### src/rtl/oled_arb_pkg.sv
// Shared types and default sizing for the OLED program arbiter.
package oled_arb_pkg;

    localparam int NREQ_DEF    = 4;
    localparam int ADRW_DEF    = 8;
    localparam int TIMEOUT_DEF = 16;

    typedef enum logic [1:0] {
        IDLE  = 2'd0,
        ISSUE = 2'd1,
        BUSY  = 2'd2
    } state_t;

endpackage

### src/rtl/oled_rr_picker.sv
// Combinational round-robin picker: first set request at or after the pointer, wrapping.
module oled_rr_picker #(
    parameter int NREQ = 4,
    parameter int OW   = 2
) (
    input  logic [NREQ-1:0] i_req,
    input  logic [OW-1:0]   i_rr,
    output logic            o_valid,
    output logic [OW-1:0]   o_winner
);

    int          w_sum;
    logic [OW-1:0] w_idx;

    // Scan from the farthest offset down so the nearest one to the pointer wins.
    always_comb begin
        o_valid  = 1'b0;
        o_winner = '0;
        w_sum    = 0;
        w_idx    = '0;
        for (int i = NREQ - 1; i >= 0; i--) begin
            w_sum = int'(i_rr) + i;
            if (w_sum >= NREQ) begin
                w_sum = w_sum - NREQ;
            end
            w_idx = OW'(w_sum);
            if (i_req[w_idx]) begin
                o_valid  = 1'b1;
                o_winner = w_idx;
            end
        end
    end

endmodule

### src/rtl/oled_program_arbiter.sv
// Round-robin arbiter that starts interpreter programs on behalf of NREQ requesters.
//   state | meaning
//   IDLE  | waiting for ready==1 and a request
//   ISSUE | intr high, waiting for the interpreter to drop ready (bounded by TIMEOUT)
//   BUSY  | program running, waiting for ready to return high
module oled_program_arbiter
    import oled_arb_pkg::*;
#(
    parameter int NREQ    = NREQ_DEF,
    parameter int ADRW    = ADRW_DEF,
    parameter int TIMEOUT = TIMEOUT_DEF
) (
    input  logic                      clk,
    input  logic                      rst,
    input  logic [NREQ-1:0]           req,
    input  logic [NREQ*ADRW-1:0]      adr,
    output logic [NREQ-1:0]           ack,
    output logic [NREQ-1:0]           done,
    output logic                      err,
    output logic                      busy,
    output logic [$clog2(NREQ)-1:0]   owner,
    output logic                      oled_en,
    output logic                      intr,
    output logic [ADRW-1:0]           i_adr,
    input  logic                      ready
);

    localparam int OW = $clog2(NREQ);
    localparam int TW = $clog2(TIMEOUT) + 1;

    state_t            r_state;
    logic [OW-1:0]     r_rr;
    logic [OW-1:0]     r_owner;
    logic [TW-1:0]     r_timer;
    logic [NREQ-1:0]   r_ack;
    logic [NREQ-1:0]   r_done;
    logic              r_err;
    logic              r_busy;
    logic              r_oled_en;
    logic              r_intr;
    logic [ADRW-1:0]   r_i_adr;

    logic              w_valid;
    logic [OW-1:0]     w_winner;
    logic [OW-1:0]     w_next_rr;

    oled_rr_picker #(
        .NREQ (NREQ),
        .OW   (OW)
    ) u_picker (
        .i_req    (req),
        .i_rr     (r_rr),
        .o_valid  (w_valid),
        .o_winner (w_winner)
    );

    // Explicit wrap compare: NREQ need not be a power of two.
    assign w_next_rr = (r_owner == OW'(NREQ - 1)) ? '0 : r_owner + OW'(1);

    always_ff @(posedge clk) begin
        if (rst) begin
            r_state   <= IDLE;
            r_rr      <= '0;
            r_owner   <= '0;
            r_timer   <= '0;
            r_ack     <= '0;
            r_done    <= '0;
            r_err     <= 1'b0;
            r_busy    <= 1'b0;
            r_oled_en <= 1'b0;
            r_intr    <= 1'b0;
            r_i_adr   <= '0;
        end else begin
            r_oled_en <= 1'b1;
            r_ack     <= '0;
            r_done    <= '0;
            r_err     <= 1'b0;
            case (r_state)
                IDLE: begin
                    if (ready && w_valid) begin
                        r_owner         <= w_winner;
                        r_i_adr         <= adr[int'(w_winner) * ADRW +: ADRW];
                        r_intr          <= 1'b1;
                        r_ack[w_winner] <= 1'b1;
                        r_timer         <= '0;
                        r_busy          <= 1'b1;
                        r_state         <= ISSUE;
                    end
                end
                ISSUE: begin
                    if (!ready) begin
                        r_intr  <= 1'b0;
                        r_state <= BUSY;
                    end else if (r_timer == TW'(TIMEOUT - 1)) begin
                        r_intr  <= 1'b0;
                        r_err   <= 1'b1;
                        r_rr    <= w_next_rr;
                        r_busy  <= 1'b0;
                        r_state <= IDLE;
                    end else if (r_timer != '1) begin
                        r_timer <= r_timer + TW'(1);
                    end
                end
                BUSY: begin
                    if (ready) begin
                        r_done[r_owner] <= 1'b1;
                        r_rr            <= w_next_rr;
                        r_busy          <= 1'b0;
                        r_state         <= IDLE;
                    end
                end
                default: begin
                    r_intr  <= 1'b0;
                    r_busy  <= 1'b0;
                    r_state <= IDLE;
                end
            endcase
        end
    end

    assign ack     = r_ack;
    assign done    = r_done;
    assign err     = r_err;
    assign busy    = r_busy;
    assign owner   = r_owner;
    assign oled_en = r_oled_en;
    assign intr    = r_intr;
    assign i_adr   = r_i_adr;

endmodule

### config.mk
export PLATFORM = sky130hd
export DESIGN_NAME = oled_program_arbiter
export DESIGN_NICKNAME = d
export VERILOG_FILES = /design/src/rtl/oled_arb_pkg.sv /design/src/rtl/oled_rr_picker.sv /design/src/rtl/oled_program_arbiter.sv
export SDC_FILE = /design/constraint.sdc
export NUM_CORES = 1
export LEC_CHECK = 0
export BUFFER_PORTS_ARGS = -buffer_cell sky130_fd_sc_hd__buf_4
export CORE_MARGIN = 5
export CORE_UTILIZATION = 50
export DETAILED_ROUTE_END_ITERATION = 12
export GPL_ROUTABILITY_DRIVEN = 0
export PLACE_DENSITY_LB_ADDON = 0.3
export SYNTH_ARGS = -nofsm -noshare
export SYNTH_HDL_FRONTEND = slang
export SYNTH_SLANG_ARGS = --single-unit
export TNS_END_PERCENT = 30
### constraint.sdc
create_clock -name clk -period 4.9 [get_ports clk]
set_input_delay 0.98 -clock clk [delete_from_list [all_inputs] [get_ports clk]]
set_output_delay 0.98 -clock clk [all_outputs]
set_load 0.05 [all_outputs]
==> results of run 1 <==
-- worst max-delay path, cell delays in order (launching register included) --
cell and delay [ns]:
dfxtp_1 0.34, ha_1 0.22, and3_1 0.20, ha_1 0.22, nand3b_1 0.18, o22ai_1 0.12
nor2b_1 0.51, a21boi_1 0.15, o21a_1 0.20
-- cell usage after synthesis (all sizes together) (2+ instances only) --
cell / n / area share (%)
and2: 4 / 1.6
buf: 7 / 4.3
nor2b: 2 / 0.82
ha: 7 / 5.7
nand2: 15 / 3.7
o21ai: 4 / 1.3
inv: 9 / 2.2
o221ai: 8 / 4.6
o22ai: 2 / 0.82
a211oi: 3 / 1.8
nand3b: 2 / 0.98
a21oi: 9 / 2.9
dfxtp: 31 / 41
nand3: 3 / 0.98
nor2: 10 / 2.5
and3: 2 / 0.82
a21o: 2 / 0.98
nand2b: 4 / 2.1
nor3: 4 / 2.0
mux2i: 18 / 12
xnor2: 2 / 1.1
-- area by class of cell --
cell class | instances | area, um2 | area share (%)
Clock buffer | 7 | 45.0 | 2.25
Clock inverter | 1 | 5.00 | 0.250
Inverter | 9 | 33.8 | 1.69
Multi-Input combinational cell | 110 | 803 | 40.2
Sequential cell | 31 | 621 | 31.0
Tap cell | 33 | 41.3 | 2.07
Timing Repair Buffer | 60 | 450 | 22.5
-- state kept, by name, indices dropped and copies added, names as in the netlist --
signal / flops
err: 1
oled_en: 1
r_rr: 2
busy: 1
done: 4
ack: 4
intr: 1
r_state: 2
owner: 2
r_timer: 5
i_adr: 8
-- report_power, final --
| group | switching [W] | internal, W | total [W] |
|---|---|---|---|
| Clock | 0.0000840 | 0.0000559 | 0.000140 |
| Sequential | 0.0000113 | 0.000266 | 0.000277 |
| Combinational | 0.0000782 | 0.0000577 | 0.000136 |
| Total | 0.000173 | 0.000379 | 0.000553 |
-- path summary, 6_finish.rpt --
kind,endpoint,cells after the start,startpoint
worst max-delay path,r_timer[2]$_SDFFE_PP0P_,8,r_timer[0]$_SDFFE_PP0P_
worst min-delay path,i_adr[2]$_SDFFE_PP0P_,2,i_adr[2]$_SDFFE_PP0P_
worst max register to register,r_timer[2]$_SDFFE_PP0P_,8,r_timer[0]$_SDFFE_PP0P_
worst min register to register,i_adr[2]$_SDFFE_PP0P_,2,i_adr[2]$_SDFFE_PP0P_
-- cells by family after synthesis --
family	after synthesis	share of synthesized area [%]
flip-flops	31	40.6
multiplexers	18	11.8
XOR/XNOR	2	1.15
AO/OA/AOI/OAI	32	14.8
adder cells (fa/ha/maj)	7	5.73
AND/OR/NAND/NOR	51	19.1
buffers and inverters	17	6.80
-- per-layer routing --
metal | part of all wire, % | track usage (%) | wire (um) | vias to the layer above
met5 | 0 | 0 | 0 | -
met4 | 0.97 | 6.22 | 33 | 0
met3 | 5.3 | 4.96 | 179 | 4
met2 | 52 | 29.3 | 1770 | 32
met1 | 41 | 18.8 | 1410 | 595
li1 | - | - | - | 673
-- through the flow --
stage                     total power, W  util [%]  instance area [um2]  std cells
after floorplan                 0.000373         -                 1530        158
after global placement          0.000415      64.9                 1950        243
after detailed placement        0.000419      64.9                 1950        243
after CTS                       0.000559      66.6                 2000        251
after global routing            0.000582      66.6                 2000        251
final                           0.000553      66.6                 2000        251
==> key figures, run 1 <==
Status
  – Outcome: completed

Clock network
  – Clock Tree Buf Depth: 2
  – H-tree depth: 2
  – Post-CTS Hold Fix Bufs: 0
  – Skew-Pair Late Insertion Delay: 0.32 ns
  – Clock slew at reported path FFs: 0.10 ns
  – Root Buffer: clkbuf_4
  – CTS Buf Count: 5
  – Clk sinks: 31
  – TritonCTS clock tree: done
  – Post-CTS Setup Bufs: 0
  – CTS resizes: 0

GRT
  – Initial antenna violation count: 0
  – Total GRT Usage: 16.7%
  – GRT overflow: 0
  – Pin count of the biggest net entering global routing: 21
  – Global-route wire length before repair: 5490 um
  – Vias in the first global route: 1287

Route
  – First-pass iteration count of the detailed router: 4
  – DRT antenna net count: 0
  – DRT Wirelength: 3390 um
  – Via count: 1304
  – Initial DRC Count: 73
  – Drc violations: 0
  – Detail-routed net length per standard cell: 13.5 um
  – Vias per std cell: 5.20

Floorplan
  – I/O pin cnt: 61
  – Core Box Area: 0.00300 mm2
  – Initial Util: 50.9%
  – Full die area: 0.00426 mm2
  – Die X: 65.3 um
  – Row count: 20
  – Die Ht: 65.3 um

Finish
  – Most frequent cells in the layout: 60 x buf_4, 31 x dfxtp_1, 18 x mux2i_1
  – Area growth from synthesis to layout: 30.9%
  – Layout cells sized above 1: 33.0%
  – Commonest non-fill, non-tap cell in the layout: buf_4
  – Ant diodes: 0
  – # fillers: 270
  – Final #Nets: 263

STA
  – Final setup skew: 0.00689 ns
  – Max-slew violation count: 0
  – Slew HR: 60.0%
  – Setup Viol. Count Final: 0
  – Fin crit share: 45.8%
  – Min cycle time layout: 2.24 ns
  – Max Freq: 0.446 GHz
  – Worst Slack Setup Final: 2.66 ns
  – Setup TNS: 0 ns
  – Least-Margin Pin Slew: 0.597 ns
  – Final Hold Fails: 0
  – RSZ-0062 raised after global routing: false
  – Hold Slack: 0.481 ns

Synth
  – Synth warn: 0
  – Part of the Yosys area used for sequential elements: 40.6%
  – Mapped Area: 0.00153 mm2
  – Cells after synthesis: 158
  – Ys flop type: dfxtp_1
  – Synth Net Count: 204
  – Post-synth EDFFs: 0
  – FFs w/ async S/R, synth: 0%
  – Number of library cell types mapped by synthesis: 35
  – Seq cells post-synth: 31
  – Synth Area per Inst: 9.67 um2

Worst setup path
  – Crit end category: flop
  – WP data arrival: 2.47 ns
  – Worst Setup Path Type: flop to flop
  – Reg2reg setup slack: 2.66 ns
  – CP required: 5.13 ns
  – Startpoint Class: flop
  – Crit-path max FO: 8

Placement
  – Port bufs: 60
  – Setup slack at placement: 2.40 ns
  – Detailed placement HPWL: 2680 um

Run
  – Max-cap violations: 0

Pwr
  – Leakage power: 0.889 nW
  – Cell area power density: 276 mW/mm2
  – Maximum VDD drop: 200 uV

Hold path
  – Worst Hold Class: flop to flop
Note: power is estimated with default switching activity, not from simulation.
==> inputs of run 2 (changes only) <==
- CORE_UTILIZATION: 50 -> 48
- clock period: 4.9 -> 2.2 ns (I/O delays scaled with it)
==> key figures, run 2 (same netlist as run 1, synthesis figures left out) <==
Pwr
  – Cell area power density: 618 mW/mm2
  – Clock power share: 26.4%
  – Maximum VDD drop: 329 uV
  – Sw frac: 30.7%
  – Sequential share of power: 48.9%
  – Switching power: 0.000387 W
  – Internal power: 0.000874 W
  – Combinational power share: 24.7%
  – Leakage power: 0.909 nW

STA
  – Worst Slack Setup Final: 0.187 ns
  – Slew HR: 64.9%
  – Final setup skew: 0.00654 ns
  – Least-Margin Pin Slew: 0.523 ns
  – Max Freq: 0.497 GHz
  – Final Hold Fails: 0
  – Fin crit share: 91.5%
  – Max-slew violation count: 0
  – Hold Slack: 0.361 ns
  – RSZ-0062 raised after global routing: false
  – Setup Viol. Count Final: 0
  – Min cycle time layout: 2.01 ns
  – Setup TNS: 0 ns

Finish
  – Area growth from synthesis to layout: 33.7%
  – Most frequent cells in the layout: 63 x buf_4, 31 x dfxtp_1, 18 x mux2i_1
  – Ant diodes: 0
  – # fillers: 260
  – Max reg flops: 8
  – Layout cells sized above 1: 34.5%
  – Commonest non-fill, non-tap cell in the layout: buf_4
  – Sequential cell area: 621 um2
  – Multi-input logic area: 803 um2
  – Final #Nets: 266

Clock network
  – H-tree depth: 2
  – TritonCTS clock tree: done
  – Post-CTS Hold Fix Bufs: 0
  – Clk sinks: 31
  – CTS resizes: 0
  – Post-CTS Setup Bufs: 0
  – Clock slew at reported path FFs: 0.09 ns
  – Clock Tree Buf Depth: 2
  – Skew-Pair Late Insertion Delay: 0.33 ns
  – Root Buffer: clkbuf_4
  – CTS Buf Count: 5

GRT
  – Vias in the first global route: 1398
  – GRT overflow: 0
  – Total GRT Usage: 17.7%
  – Initial antenna violation count: 0
  – Global-route wire length before repair: 5910 um
  – Pin count of the biggest net entering global routing: 18

Route
  – Detail-routed net length per standard cell: 13.7 um
  – Vias per std cell: 5.19
  – First-pass iteration count of the detailed router: 4
  – DRT Wirelength: 3610 um
  – DRT antenna net count: 0
  – Initial DRC Count: 38
  – Drc violations: 0
  – Via count: 1369

Floorplan
  – Row count: 20
  – I/O pin cnt: 61
  – Full die area: 0.00441 mm2
  – Die X: 66.4 um
  – Die Ht: 66.4 um
  – Initial Util: 50.0%
  – Core Box Area: 0.00305 mm2

Worst setup path
  – Crit-path max FO: 8
  – Crit end category: flop
  – CP required: 2.40 ns
  – Worst Setup Path Type: flop to flop
  – Reg2Reg Depth: 9
  – Reg2reg setup slack: 0.19 ns
  – WP data arrival: 2.22 ns
  – Startpoint Class: flop
  – Reg2reg end: r_timer[1]$_SDFFE_PP0P_
  – R2r startpoint: r_timer[0]$_SDFFE_PP0P_

Status
  – Outcome: completed

Placement
  – Detailed placement HPWL: 2870 um
  – Setup slack at placement: 0.210 ns
  – Port bufs: 60

Run
  – Max-cap violations: 0

Hold path
  – Worst Hold Class: input port to flop
  – Hold Path Sink: r_rr[0]$_SDFFE_PP0P_
  – Hold Crit Start: rst
  – Worst hold path depth: 2
run 2: power by group through the flow:
stage	Sequential, W	Clock, W	Combinational, W
6_report	0.000616	0.000333	0.000312
5_1_grt	0.000622	0.000362	0.000336
4_1_cts	0.000616	0.000338	0.000315
3_5_place_dp	0.000629	0	0.000313
3_3_place_gp	0.000627	0	0.000304
2_1_floorplan	0.000702	0	0.000129
run 2: metal layers:
metal,global-route usage (%),share of wire (%)
met5,0,0
met4,8.88,2.6
met2,31.8,52
met1,18.5,40
met3,4.93,5.3
run 2: how the worst max path moves through the flow:
| stage | startpoint | to | slack (ns) | depth (start not counted) |
|---|---|---|---|---|
| finish | r_timer[0]$_SDFFE_PP0P_ | r_timer[1]$_SDFFE_PP0P_ | 0.19 | 9 |
| global route | r_timer[0]$_SDFFE_PP0P_ | r_timer[1]$_SDFFE_PP0P_ | 0.01 | 9 |
| CTS | r_timer[0]$_SDFFE_PP0P_ | r_timer[2]$_SDFFE_PP0P_ | 0.18 | 9 |
| floorplan | r_timer[0]$_SDFFE_PP0P_ | r_timer[2]$_SDFFE_PP0P_ | 0.38 | 9 |
| global placement | r_timer[0]$_SDFFE_PP0P_ | r_timer[1]$_SDFFE_PP0P_ | 0.31 | 9 |
| detailed placement | r_timer[0]$_SDFFE_PP0P_ | r_timer[2]$_SDFFE_PP0P_ | 0.21 | 9 |
run 2: through the flow:
stage / utilization, % / area, um2 / total power (W) / cells
2_1_floorplan: - / 1530 / 0.000831 / 158
3_3_place_gp: 65.0 / 1990 / 0.000932 / 257
3_5_place_dp: 65.0 / 1990 / 0.000943 / 257
4_1_cts: 66.9 / 2040 / 0.00127 / 264
5_1_grt: 66.9 / 2040 / 0.00132 / 264
6_report: 66.9 / 2040 / 0.00126 / 264
run 2: area by class of cell:
class | instances | area share (%)
Multi-Input combinational cell | 110 | 39.3
Clock buffer | 6 | 2.51
Clock inverter | 1 | 0.245
Inverter | 9 | 1.65
Sequential cell | 31 | 30.4
Tap cell | 44 | 2.70
Timing Repair Buffer | 63 | 23.2
run 2: critical path, stage by stage, from the launching register on:
cell and delay, ns:
dfxtp_1 0.34, ha_1 0.23, and3_1 0.21, ha_1 0.22
nand3b_1 0.19, o22ai_1 0.14, nor2b_1 0.15, buf_4 0.17
mux2i_1 0.18, nor2_1 0.06
